## config.mk

```make
export PLATFORM = sky130hd
export DESIGN_NAME = mult_share_arbiter
export DESIGN_NICKNAME = d
export VERILOG_FILES = /design/src/rtl/mult_share_arbiter.sv
export SDC_FILE = /design/constraint.sdc
export NUM_CORES = 1
export LEC_CHECK = 0
export CAP_MARGIN = 20
export CORE_MARGIN = 2
export CORE_UTILIZATION = 51
export DETAILED_ROUTE_END_ITERATION = 8
export GPL_TIMING_DRIVEN = 1
export PLACE_DENSITY = 0.95
export SETUP_SLACK_MARGIN = 0.15
export SKIP_CTS_REPAIR_TIMING = 1
export SLEW_MARGIN = 25
export SYNTH_ARGS = -nofsm -noshare
export SYNTH_HDL_FRONTEND = slang
export SYNTH_SLANG_ARGS = --single-unit
```

## constraint.sdc

```tcl
create_clock -name clk -period 7 [get_ports clk]
set_input_delay 1.05 -clock clk [delete_from_list [all_inputs] [get_ports clk]]
set_output_delay 1.05 -clock clk [all_outputs]
set_load 0.02 [all_outputs]
```

## src/rtl/mult_share_arbiter.sv

```systemverilog
// Shared radix-2 Booth multiplier serving N requesters through a round-robin arbiter.
// One operation at a time: grant, Y add/shift iterations, then hold the result until it is accepted.
module mult_share_arbiter #(
  parameter int X = 8,
  parameter int Y = 8,
  parameter int N = 4,
  localparam int IW = (N > 1) ? $clog2(N) : 1
) (
  input  logic                  clk,
  input  logic                  rst,
  input  logic [N-1:0]          req_valid,
  output logic [N-1:0]          req_ready,
  input  logic [N*X-1:0]        req_a,
  input  logic [N*Y-1:0]        req_b,
  output logic                  out_valid,
  input  logic                  out_ready,
  output logic [X+Y-1:0]        out_prod,
  output logic [IW-1:0]         out_id,
  output logic                  busy
);

  localparam int PW = X + Y + 2;
  localparam int CW = $clog2(Y + 1);

  typedef enum logic [1:0] {IDLE, ITER, DONE} state_t;

  state_t                 state;
  logic [IW-1:0]          ptr;
  logic [CW-1:0]          cnt;
  logic [IW-1:0]          id_reg;
  logic signed [X-1:0]    a_reg;
  logic signed [PW-1:0]   prod;

  logic [N-1:0]           grant;
  logic                   found;
  logic [IW-1:0]          grant_id;

  // Layout of p: {acc[X:0], multiplier[Y-1:0], guard}; one Booth add/sub followed by an arithmetic shift.
  function automatic logic signed [PW-1:0] booth_step(input logic signed [PW-1:0] p,
                                                      input logic signed [X-1:0]  a);
    logic signed [X:0]    acc;
    logic signed [X:0]    ax;
    logic signed [PW-1:0] q;
    ax  = {a[X-1], a};
    acc = p[PW-1:Y+1];
    case (p[1:0])
      2'b01:   acc = acc + ax;
      2'b10:   acc = acc - ax;
      default: acc = acc;
    endcase
    q = {acc, p[Y:0]};
    return q >>> 1;
  endfunction

  // Round-robin pick: first valid requester at or above ptr, wrapping modulo N.
  always_comb begin
    int idx;
    idx      = 0;
    grant    = '0;
    found    = 1'b0;
    grant_id = '0;
    if (state == IDLE && !rst) begin
      for (int k = 0; k < N; k++) begin
        idx = (int'(ptr) + k) % N;
        if (!found && req_valid[idx]) begin
          found       = 1'b1;
          grant[idx]  = 1'b1;
          grant_id    = IW'(idx);
        end
      end
    end
  end

  always_ff @(posedge clk or posedge rst) begin
    if (rst) begin
      state  <= IDLE;
      ptr    <= '0;
      cnt    <= '0;
      id_reg <= '0;
      a_reg  <= '0;
      prod   <= '0;
    end else begin
      case (state)
        IDLE: begin
          if (found) begin
            a_reg  <= req_a[grant_id*X +: X];
            prod   <= {{(X+1){1'b0}}, req_b[grant_id*Y +: Y], 1'b0};
            id_reg <= grant_id;
            ptr    <= IW'((int'(grant_id) + 1) % N);
            cnt    <= '0;
            state  <= ITER;
          end
        end
        ITER: begin
          prod <= booth_step(prod, a_reg);
          cnt  <= cnt + CW'(1);
          if (cnt == CW'(Y - 1)) state <= DONE;
        end
        DONE: begin
          if (out_ready) state <= IDLE;
        end
        default: state <= IDLE;
      endcase
    end
  end

  // The guard bit is dropped; the low X+Y bits above it hold the exact product.
  assign req_ready = grant;
  assign busy      = (state != IDLE);
  assign out_valid = (state == DONE);
  assign out_prod  = out_valid ? prod[X+Y:1] : '0;
  assign out_id    = out_valid ? id_reg : '0;

endmodule
```

==> metrics.cfg <==
[run_status]
outcome=completed

[logic_synthesis]
ys_seq_area_share_pct=29.1
synth-seq-cells=35
syn_area_sq_um=3010
synthTopCellsByCount=35 x dfrtp_1, 30 x mux2i_1, 29 x nor2_1
netlist_instances=335
synth_top_area_cell=dfrtp_1
yosysWarnings=0
async_flop_share_pct=100
synth.most_common_cell=dfrtp_1
syn_area_per_cell_sq_um=8.99
ys.flop_type=dfrtp_1
synth_cell_types=54
synth.top_cells.by_area=dfrtp_1 29%, mux2i_1 10%, ha_1 7.9%, nor2_1 3.6%, and2_1 3.5%
syn_nets=426
synth_edf_count=0
yosysTopAreaCellShare_pct=29.1

[route]
drt-total-wl_um=8140
drt_iter0_drc=267
vias=2984
remaining_drc_errors=0
vias_per_cell=6.04
dr.pass1.iters=5
ant_nets=0
routedWlPerCell_um=16.5

[worst_setup_path]
r2r-end=prod[7]
critPathKind=flip-flop to output port
cp_max_fo=16
r2r-start=ptr[0]
cp.required_ps=5950
worstSetupEndpointType=output port
arrival_ps=3580
r2r_cells=10
worstSetupStartpointType=flip-flop
r2r_slack_ps=3480

[clock_tree]
path_clk_slew_ps=70
cts_buffers=5
cts.sinks=35
tritoncts=built
clk_path_buf_depth=2
root_buffer=clkbuf_8
htreeDepth=2
clock_latency_ps=290

[placed_design]
dp_hpwl_um=5980
place_congestion=0.898
place_area_sq_um=3950
dp_cells=486
port_buffers=94

[power]
p_int_uw=970
total_leakage_power_nw=1.86
power_frac_comb_pct=66.0
switching_share_pct=46.1
ir_drop_v=0.000206
seqPwrFrac_pct=23.4
pwr-share-clk_pct=10.5
power.total_mw=1.80
cellPowerDensity_nw_per_um2=442
switchingPower_uw=831

[sta]
fin_crit_ps=4630
hold_ws_ps=480
worstMarginPinSlew_ps=965
setup_viol=0
clock_skew_ps=5.23
finalHoldViolations=0
timing.slew.headroom_pct=35.6
setup_tns_ps=0
slew_viol_final=0
fmax_mhz=216
rsz0062_at_grt=false
period_share_pct=66.2

[hold_path]
hold_path.class=flip-flop to flip-flop
hp-start=id_reg[0]
min_to=id_reg[0]
holdPathStages=2

[final_layout]
final_nets=512
n_fill_cell=417
largest_register_ffs=17
drive_gt1_share_pct=6.87
area_delta_synth_final_pct=35.4
antenna_cells=0
fin_cells=494
fin_area_sq_um=4080

[global_route]
grt_pass1_wl_um=13500
grt_pass1_vias=2865
grt_max_degree=36
overflow=0
antenna_found_initial=0
grt_use_total_pct=26.7

[floorplanning]
row_count=27
io-pin-count=95
coreArea_sq_um=5610
start_util_pct=53.7
die_h_um=80.8
die_area_sq_um=6540
die_w_um=80.8

[job]
drv_cap=0

-- layer usage --
metal	vias to the layer above	share of wire [%]	GRT usage [%]
met5	-	0	0
met4	0	3.0	10.0
met3	26	8.0	5.11
met2	159	49	44.2
met1	1402	40	34.6
li1	1397	-	-
-- logic make-up (layout without fill, tap and decap cells) --
kind of cell / Yosys count / after routing / synth area share, %
AO/OA/AOI/OAI: 80 / 80 / 18.2
XOR/XNOR: 12 / 12 / 3.49
adder cells (fa/ha/maj): 20 / 20 / 8.56
buffers and inverters: 30 / 117 / 5.19
flip-flops: 35 / 35 / 29.1
multiplexers: 40 / 40 / 15.3
AND/OR/NAND/NOR: 118 / 118 / 20.1
-- final cells by class --
type | instances | area, sq um | area share (%)
multi-input combinational | 270 | 1980 | 48.7
timing repair buffer | 97 | 963 | 23.6
sequential | 35 | 876 | 21.5
tap | 72 | 90.1 | 2.21
clock buffer | 6 | 82.6 | 2.03
inverter | 12 | 45.0 | 1.10
clock inverter | 2 | 35.0 | 0.859
-- power groups by stage --
stage	combinational (mW)	clock (mW)	sequential [mW]
floorplan	0.940	0	0.379
global placement	1.09	0	0.410
detailed placement	1.15	0	0.419
CTS	1.18	0.190	0.418
global route	1.33	0.197	0.439
finish	1.19	0.190	0.422
-- placed cells by master (no fill, tap or decap), types with 5 or more instances in the layout --
| cell | instances |
|---|---|
| a21oi_1 | 15 |
| and2_1 | 17 |
| and3_1 | 9 |
| clkbuf_8 | 6 |
| clkdlybuf4s50_1 | 94 |
| dfrtp_1 | 35 |
| ha_1 | 19 |
| inv_1 | 12 |
| mux2_2 | 6 |
| mux2i_1 | 30 |
| nand2_1 | 25 |
| nand3_1 | 11 |
| nor2_1 | 29 |
| nor3_1 | 5 |
| o21ai_0 | 18 |
| o221ai_1 | 9 |
| xnor2_1 | 12 |
-- through the flow --
step | util, % | setup slack (ps)
after floorplan | - | 3600
after global placement | 70.5 | 2630
after detailed placement | 70.5 | 2430
after CTS | 72.6 | 2400
after global routing | 72.7 | 2210
final | 72.7 | 2370
-- worst max path at each step --
stage / start / to / cells past startpoint
after floorplan: req_valid[0] / req_ready[0] / 6
after global routing: ptr[0] / req_ready[1] / 9
final: ptr[0] / req_ready[1] / 9
after CTS: req_valid[0] / req_ready[1] / 8
after global placement: req_valid[0] / req_ready[3] / 8
after detailed placement: req_valid[0] / req_ready[1] / 8
-- worst max-delay path: stages, from the launching register on --
cell             delay [ps]
dfrtp_1                 750
inv_1                   280
ha_1                    490
mux4_1                  470
nor2b_4                 220
a22oi_1                  90
nor2_1                  130
a221oi_1                 80
nor2_1                  140
clkdlybuf4s50_1         640
(Power assumes the default switching activity.)
